<file path="src/rtl/vote_arbiter.sv">
// rtl/vote_arbiter.sv - single-ballot vote arbiter with round-robin tie break and saturating tallies
module vote_arbiter #(
  parameter int NUM_CAND    = 4,
  parameter int CNT_W       = 8,
  parameter int LOCKOUT_CYC = 16
) (
  input  logic                        clock,
  input  logic                        reset,
  input  logic                        mode,
  input  logic                        ballot_arm,
  input  logic [NUM_CAND-1:0]         valid_vote,
  input  logic [$clog2(NUM_CAND)-1:0] result_sel,
  output logic                        armed,
  output logic                        vote_ack,
  output logic [$clog2(NUM_CAND)-1:0] vote_cand,
  output logic [CNT_W-1:0]            result_count,
  output logic [CNT_W+2:0]            total_votes,
  output logic                        overflow
);

  localparam int SEL_W  = $clog2(NUM_CAND);
  localparam int LOCK_W = $clog2(LOCKOUT_CYC + 1);

  localparam logic [1:0] IDLE    = 2'd0;
  localparam logic [1:0] ARMED   = 2'd1;
  localparam logic [1:0] RECORD  = 2'd2;
  localparam logic [1:0] LOCKOUT = 2'd3;

  localparam logic [CNT_W-1:0]  CNT_MAX    = {CNT_W{1'b1}};
  localparam logic [LOCK_W-1:0] LOCK_START = LOCK_W'(LOCKOUT_CYC - 1);

  logic [1:0]        state_q, state_d;
  logic [SEL_W-1:0]  grant_q, grant_d;
  logic [SEL_W-1:0]  last_grant_q, last_grant_d;
  logic [CNT_W-1:0]  cnt_q [NUM_CAND];
  logic [CNT_W-1:0]  cnt_d [NUM_CAND];
  logic [CNT_W+2:0]  total_q, total_d;
  logic              overflow_q, overflow_d;
  logic              vote_ack_q, vote_ack_d;
  logic [SEL_W-1:0]  vote_cand_q, vote_cand_d;
  logic [CNT_W-1:0]  result_count_q, result_count_d;
  logic [LOCK_W-1:0] lock_cnt_q, lock_cnt_d;

  logic              rr_found;
  logic [SEL_W-1:0]  rr_pick;
  logic [SEL_W-1:0]  rr_idx;

  // Round-robin pick: first set request at or after the slot following the last winner
  always_comb begin
    rr_found = 1'b0;
    rr_pick  = '0;
    rr_idx   = '0;
    for (int i = 0; i < NUM_CAND; i++) begin
      rr_idx = SEL_W'((int'(last_grant_q) + 1 + i) % NUM_CAND);
      if (!rr_found && valid_vote[rr_idx]) begin
        rr_found = 1'b1;
        rr_pick  = rr_idx;
      end
    end
  end

  // Ballot FSM, tally update on RECORD, lockout countdown
  always_comb begin
    state_d      = state_q;
    grant_d      = grant_q;
    last_grant_d = last_grant_q;
    cnt_d        = cnt_q;
    total_d      = total_q;
    overflow_d   = overflow_q;
    vote_ack_d   = 1'b0;
    vote_cand_d  = vote_cand_q;
    lock_cnt_d   = lock_cnt_q;
    case (state_q)
      IDLE: begin
        if (ballot_arm && !mode) state_d = ARMED;
      end
      ARMED: begin
        if (mode) begin
          state_d = IDLE;
        end else if (rr_found) begin
          grant_d = rr_pick;
          state_d = RECORD;
        end
      end
      RECORD: begin
        vote_ack_d   = 1'b1;
        vote_cand_d  = grant_q;
        last_grant_d = grant_q;
        if (cnt_q[grant_q] == CNT_MAX) begin
          // Saturated tally: the vote is acknowledged but lost, and flagged
          overflow_d = 1'b1;
        end else begin
          cnt_d[grant_q] = cnt_q[grant_q] + 1'b1;
          total_d        = total_q + 1'b1;
        end
        lock_cnt_d = LOCK_START;
        state_d    = LOCKOUT;
      end
      LOCKOUT: begin
        if (lock_cnt_q == '0) state_d = IDLE;
        else                  lock_cnt_d = lock_cnt_q - 1'b1;
      end
      default: state_d = IDLE;
    endcase
  end

  // Registered result display, zero outside result mode or for an out-of-range index
  always_comb begin
    result_count_d = '0;
    if (mode && (int'(result_sel) < NUM_CAND)) result_count_d = cnt_q[result_sel];
  end

  // State registers with asynchronous active-low reset
  always_ff @(posedge clock or negedge reset) begin
    if (!reset) begin
      state_q        <= IDLE;
      grant_q        <= '0;
      last_grant_q   <= SEL_W'(NUM_CAND - 1);
      for (int i = 0; i < NUM_CAND; i++) cnt_q[i] <= '0;
      total_q        <= '0;
      overflow_q     <= 1'b0;
      vote_ack_q     <= 1'b0;
      vote_cand_q    <= '0;
      result_count_q <= '0;
      lock_cnt_q     <= '0;
    end else begin
      state_q        <= state_d;
      grant_q        <= grant_d;
      last_grant_q   <= last_grant_d;
      cnt_q          <= cnt_d;
      total_q        <= total_d;
      overflow_q     <= overflow_d;
      vote_ack_q     <= vote_ack_d;
      vote_cand_q    <= vote_cand_d;
      result_count_q <= result_count_d;
      lock_cnt_q     <= lock_cnt_d;
    end
  end

  assign armed        = (state_q == ARMED);
  assign vote_ack     = vote_ack_q;
  assign vote_cand    = vote_cand_q;
  assign result_count = result_count_q;
  assign total_votes  = total_q;
  assign overflow     = overflow_q;

endmodule

</file>
<file path="config.mk">
export PLATFORM = sky130hd
export DESIGN_NAME = vote_arbiter
export DESIGN_NICKNAME = d
export VERILOG_FILES = /design/src/rtl/vote_arbiter.sv
export SDC_FILE = /design/constraint.sdc
export NUM_CORES = 1
export LEC_CHECK = 0
export CAP_MARGIN = 40
export CORE_ASPECT_RATIO = 1.2
export CORE_MARGIN = 3
export CORE_UTILIZATION = 55
export CTS_BUF_LIST = sky130_fd_sc_hd__clkbuf_16
export DETAILED_ROUTE_END_ITERATION = 6
export PLACE_DENSITY = 0.78
export SYNTH_ARGS = -nofsm -noshare
export SYNTH_HDL_FRONTEND = slang
export SYNTH_SLANG_ARGS = --single-unit
</file>
<file path="constraint.sdc">
create_clock -name clock -period 5.7 [get_ports clock]
set_clock_uncertainty 0.15 [all_clocks]
set_input_delay 0.57 -clock clock [delete_from_list [all_inputs] [get_ports clock]]
set_output_delay 0.57 -clock clock [all_outputs]
set_load 0.02 [all_outputs]
</file>
# [After elaboration in Yosys (flattened, before gate mapping)]
# Cells that the tools add are included.
[word_totals] regBits=66 latch_bits=0 mem_bits_rw=0 mem_bits_ro=0 inputBits=10 wordCells=90 memories=0
[classes] add_sub_neg=7 n_mul=0 div_mod_pow=0 n_lt_le_gt_ge=7 eq_ne=8 n_shift=0 mux=34 bitwise_logic=4 reduce_logical=17
[ops] op="$mux W8" n=6
[ops] op="$bmux W8 S2" n=2
[ops] op="$bwmux W32" n=1
[ops] op="$demux W8 S2" n=1
[ops] op="$mux W2" n=8
[ops] op="$lt A2 B3 Y1 const B" n=4
[ops] op="$add A11 B1 Y11 const B" n=1
[ops] op="$pmux W5 S2" n=1
[ops] op="$mux W1" n=9
[ops] op="$add A8 B1 Y8 const B" n=1
[ops] op="$bmux W1 S2" n=4
[ops] op="$eq A8 B8 Y1 const B" n=1
[ops] op="$pmux W2 S4" n=1
[ops] op="$add A2 B2 Y2 const B" n=3
[ops] op="$ge A3 B3 Y1 const B" n=2
[ops] op="$ne A2 B2 Y1 const B" n=3
[ops] op="$not A2 Y3" n=2
[ops] op="$reduce_and A2 Y1" n=3
[ops] op="$reduce_and A3 Y1" n=2
[ops] op="$logic_and A1 B1 Y1" n=5
[ops] op="$logic_not A5 Y1" n=1
[ops] op="$mux W5" n=1
[ops] op="$sub A5 B1 Y5 const B" n=1
[ops] op="$eq A2 B2 Y1 const B" n=2
[ops] op="8 further kinds" n=12

# [Logic depth before layout (Yosys ltp)]
[logic_depth] word_depth=16 ltp_mapped=8 depth_no_buf=7

# [Least setup slack after synthesis]
# Ideal clock, no wire load.
[synth_path] path_type="register -> register" from="register grant_q[0]" to="register cnt_q[17] in the netlist's numbering" setup_ps=128 t_arrival_ps=2065 t_required_ps=5422 setup_slack_ps=3357 stages_incl_launch_ff=7 path_buffers=1 cell_sequence="dfrtp_1 > buf_6 > mux4_2 > ha_1 > nand3_4 > o2111ai_4 > mux2_1"
[synth_between] elab_chain_len=7 word_cells_on_any_way=14
[synth_lines] element="start: declaration" line_no="33" text="logic [SEL_W-1:0] grant_q, grant_d;"
[synth_lines] element="start signal: assignment" line_no="128" text="grant_q <= grant_d;"
[synth_lines] element="$not A2 Y3 (implied by the code) (*)" line_no="89, 93"
[synth_lines] element="branches (longest 6 deep; another with $add A8 B1 Y8)"
[synth_lines] element="end signal: assignment" line_no="130" text="cnt_q <= cnt_d;"
[synth_lines] element="end: declaration" line_no="35" text="logic [CNT_W-1:0] cnt_q [NUM_CAND];"
# Every way passes the cells marked *. The select of a mux whose other input is x is not followed.
# A chain may end at the register's enable or synchronous reset.

# [Final worst setup path]
[layout_path] from="register grant_q[0]" to="register cnt_q[9] in the netlist's numbering"
# Same word-level chain as after synthesis.

==> flow_metrics.env <==
export IMPL_viasPerCell=5.76
export IMPL_hold_buffers=0
export IMPL_ant_nets=0
export IMPL_crit_chain="mux4_2 > ha_1 > nand3_4 > o2111ai_4 > mux2_1"
export IMPL_ys_warn_count=0
export IMPL_path_buf_inv=0
export IMPL_antenna_found_initial=0
export IMPL_hold_violations=0
export IMPL_required_ns=5.75
export IMPL_yosysSeqAreaShare_pct=51.2
export IMPL_ir_drop_mv=0.230
export IMPL_syn_area_mm2=0.00323
export IMPL_status="complete, no violations"
export IMPL_synthToLayoutAreaGrowth_pct=19.9
export IMPL_tightest_slew_ns=0.814
export IMPL_cp_arrival_ns=2.90
export IMPL_slowest_stage="dfrtp_1"
export IMPL_hpwl_um=4100
export IMPL_port_buffers=33
export IMPL_grt_start_max_net_pins=67
export IMPL_die_w_um=76.0
export IMPL_cts_buffers=9
export IMPL_post_cts_resized=0
export IMPL_cts_buffer_depth=2
export IMPL_ys_flop_type="dfrtp_1"
export IMPL_synthArstFlopShare_pct=100
export IMPL_diodes=0
export IMPL_coreArea_mm2=0.00548
export IMPL_rsz0062_at_grt="false"
export IMPL_overflow=0
export IMPL_setup_viol=0
export IMPL_fill_cells=381
export IMPL_period_share_pct=49.9
export IMPL_leakage_nw=1.77
export IMPL_placed_cells=344
export IMPL_grt_pass1_vias=2138
export IMPL_die_area_mm2=0.00683
export IMPL_syn_avg_cell_area_um2=13.4
export IMPL_synth_ff_latch_count=66
export IMPL_path_class="flop to flop"
export IMPL_drive_above_1_share_pct=21.2
export IMPL_final_setup_tns_ns=0
export IMPL_hold_ws_ns=0.276
export IMPL_critPathCaptureType="flop"
export IMPL_clkLatencyLatePin_ns=0.33
export IMPL_clock_sinks=66
export IMPL_synth_nets=254
export IMPL_grt_pass1_wl_um=10300
export IMPL_fp_dieH_um=90.0
export IMPL_ys_types=44
export IMPL_cts_tree="done"
export IMPL_dr_first_iter_drc_count=96
export IMPL_maxCapViolCount=0
export IMPL_critPathTopFamily="multiplexers"
export IMPL_wl_um=6060
export IMPL_start_util_pct=59.0
export IMPL_max_slew_margin_pct=45.8
export IMPL_hp_class="primary input to async pin"
export IMPL_cp_slowest_stage_delay_ns=0.79
export IMPL_cts_htree_levels=3
export IMPL_postSynthCellCount=241
export IMPL_gp_congestion=0.839
export IMPL_num_io_pins=34
export IMPL_final_core_util_pct=70.7
export IMPL_cts_setup_buffers=0
export IMPL_clockRootBuffer="clkbuf_16"
export IMPL_cp_start_kind="flop"
export IMPL_power_w=0.00181
export IMPL_fmax_mhz=352
export IMPL_clk_pin_slew_ns=0.05
export IMPL_drc=0
export IMPL_routedWlPerCell_um=16.8
export IMPL_num_nets_final=291
export IMPL_synth_edf_count=0
export IMPL_via_count=2074
export IMPL_fin_crit_ns=2.84
export IMPL_cp_max_fo=12
export IMPL_maxSlewViolCount=0
export IMPL_final_cells=360
export IMPL_drtPass1Iterations=4
export IMPL_grtUsageTotal_pct=19.3
export IMPL_p_per_area_mw_per_mm2=468
export IMPL_placementRows=29
-- kinds of logic after synthesis --
kind of cell	synth area share [%]
AND/OR/NAND/NOR	11.3
flip-flops	51.2
multiplexers	21.5
AO/OA/AOI/OAI	7.86
XOR/XNOR	4.88
buffers and inverters	2.09
adder cells (fa/ha/maj)	1.16
-- routing by layer --
| metal | wire length [um] | track usage (%) |
|---|---|---|
| met2 | 3060 | 31.1 |
| met1 | 2650 | 24.1 |
| met5 | 0 | 0 |
| met3 | 182 | 4.00 |
| met4 | 175 | 11.5 |
-- cells in the final DEF (no fill, tap or decap), drive strengths merged, types with 2 or more instances in the layout --
cell type,synthesis,final
dfrtp,64,64
clkdlybuf4s50,0,32
mux2,28,28
nand2,26,26
mux4,16,16
inv,7,10
and2,10,10
xor2,10,10
clkbuf,4,9
xnor2,8,8
o21ai,7,7
nor2,6,6
nand3,6,6
nor3,5,5
a21oi,5,5
nand4,5,5
o2111ai,5,5
clkinv,0,4
ha,3,3
o211ai,2,2
nor4,2,2
dfstp,2,2
buf,4,2
-- per-stage QoR --
stage,setup WS (ns),area (um^2)
finish,2.86,3870
CTS,2.83,3870
floorplan,3.36,3230
global placement,2.90,3620
global route,2.69,3870
detailed placement,2.85,3620
-- cell usage after synthesis (all sizes together), types with 2 or more instances --
| cell | instances | area share [%] |
|---|---|---|
| buf | 4 | 0.81 |
| dfrtp | 64 | 50 |
| nor2 | 6 | 0.70 |
| nand2 | 26 | 3.0 |
| dfstp | 2 | 1.6 |
| and2 | 10 | 1.9 |
| nor4 | 2 | 0.39 |
| xnor2 | 8 | 2.2 |
| o211ai | 2 | 0.46 |
| ha | 3 | 1.2 |
| xor2 | 10 | 2.7 |
| a21oi | 5 | 0.77 |
| mux4 | 16 | 11 |
| nand3 | 6 | 1.3 |
| inv | 7 | 0.81 |
| mux2 | 28 | 9.8 |
| nand4 | 5 | 1.4 |
| o2111ai | 5 | 3.5 |
| clkbuf | 4 | 0.46 |
| o21ai | 7 | 1.2 |
| nor3 | 5 | 0.77 |
-- worst reg2reg max path, cell delays in order, from the launching register on --
cell	delay, ns
dfrtp_1	0.79
mux4_2	0.66
ha_1	0.29
nand3_4	0.17
o2111ai_4	0.26
mux2_1	0.41
-- registers in the layout, indices dropped and copies added (netlist names), named ones only --
signal and cells:
last_grant_q 2, overflow 1, lock_cnt_q 5, total_votes 11, grant_q 2, result_count 8
cnt_q 32, vote_ack 1, vote_cand 2, state_q 1
-- worst paths after layout --
| kind | startpoint | endpoint | slack (ns) | cells past startpoint |
|---|---|---|---|---|
| max | grant_q[0]$_DFFE_PN0P_ | cnt_q[9]$_DFFE_PN0P_ | 2.86 | 5 |
| min | reset | total_votes[3]$_DFFE_PN0P_ | 0.28 | 2 |
| max reg2reg | grant_q[0]$_DFFE_PN0P_ | cnt_q[9]$_DFFE_PN0P_ | 2.86 | 5 |
| min reg2reg | total_votes[10]$_DFFE_PN0P_ | total_votes[10]$_DFFE_PN0P_ | 0.32 | 1 |
| max in group asynchronous | reset | cnt_q[5]$_DFFE_PN0P_ | 4.59 | 2 |
| min in group clock | total_votes[10]$_DFFE_PN0P_ | total_votes[10]$_DFFE_PN0P_ | 0.32 | 1 |
-- power breakdown --
| group | switching [W] | internal [W] | leakage [nW] |
|---|---|---|---|
| combinational | 0.000319 | 0.000291 | 0.769 |
| sequential | 0.000136 | 0.000592 | 0.856 |
| clock | 0.000189 | 0.000285 | 0.140 |
| total | 0.000644 | 0.00117 | 1.77 |
-- area by class of cell --
cell class | instances | area [um^2] | area share [%]
flip-flops and latches | 66 | 1650 | 42.7
multi-input cells | 160 | 1510 | 39.0
repair buffers | 34 | 333 | 8.59
clock buffers | 9 | 225 | 5.81
well taps | 77 | 96.3 | 2.49
clock inverters | 7 | 30.0 | 0.775
inverters | 7 | 26.3 | 0.678
(Power assumes the default switching activity.)
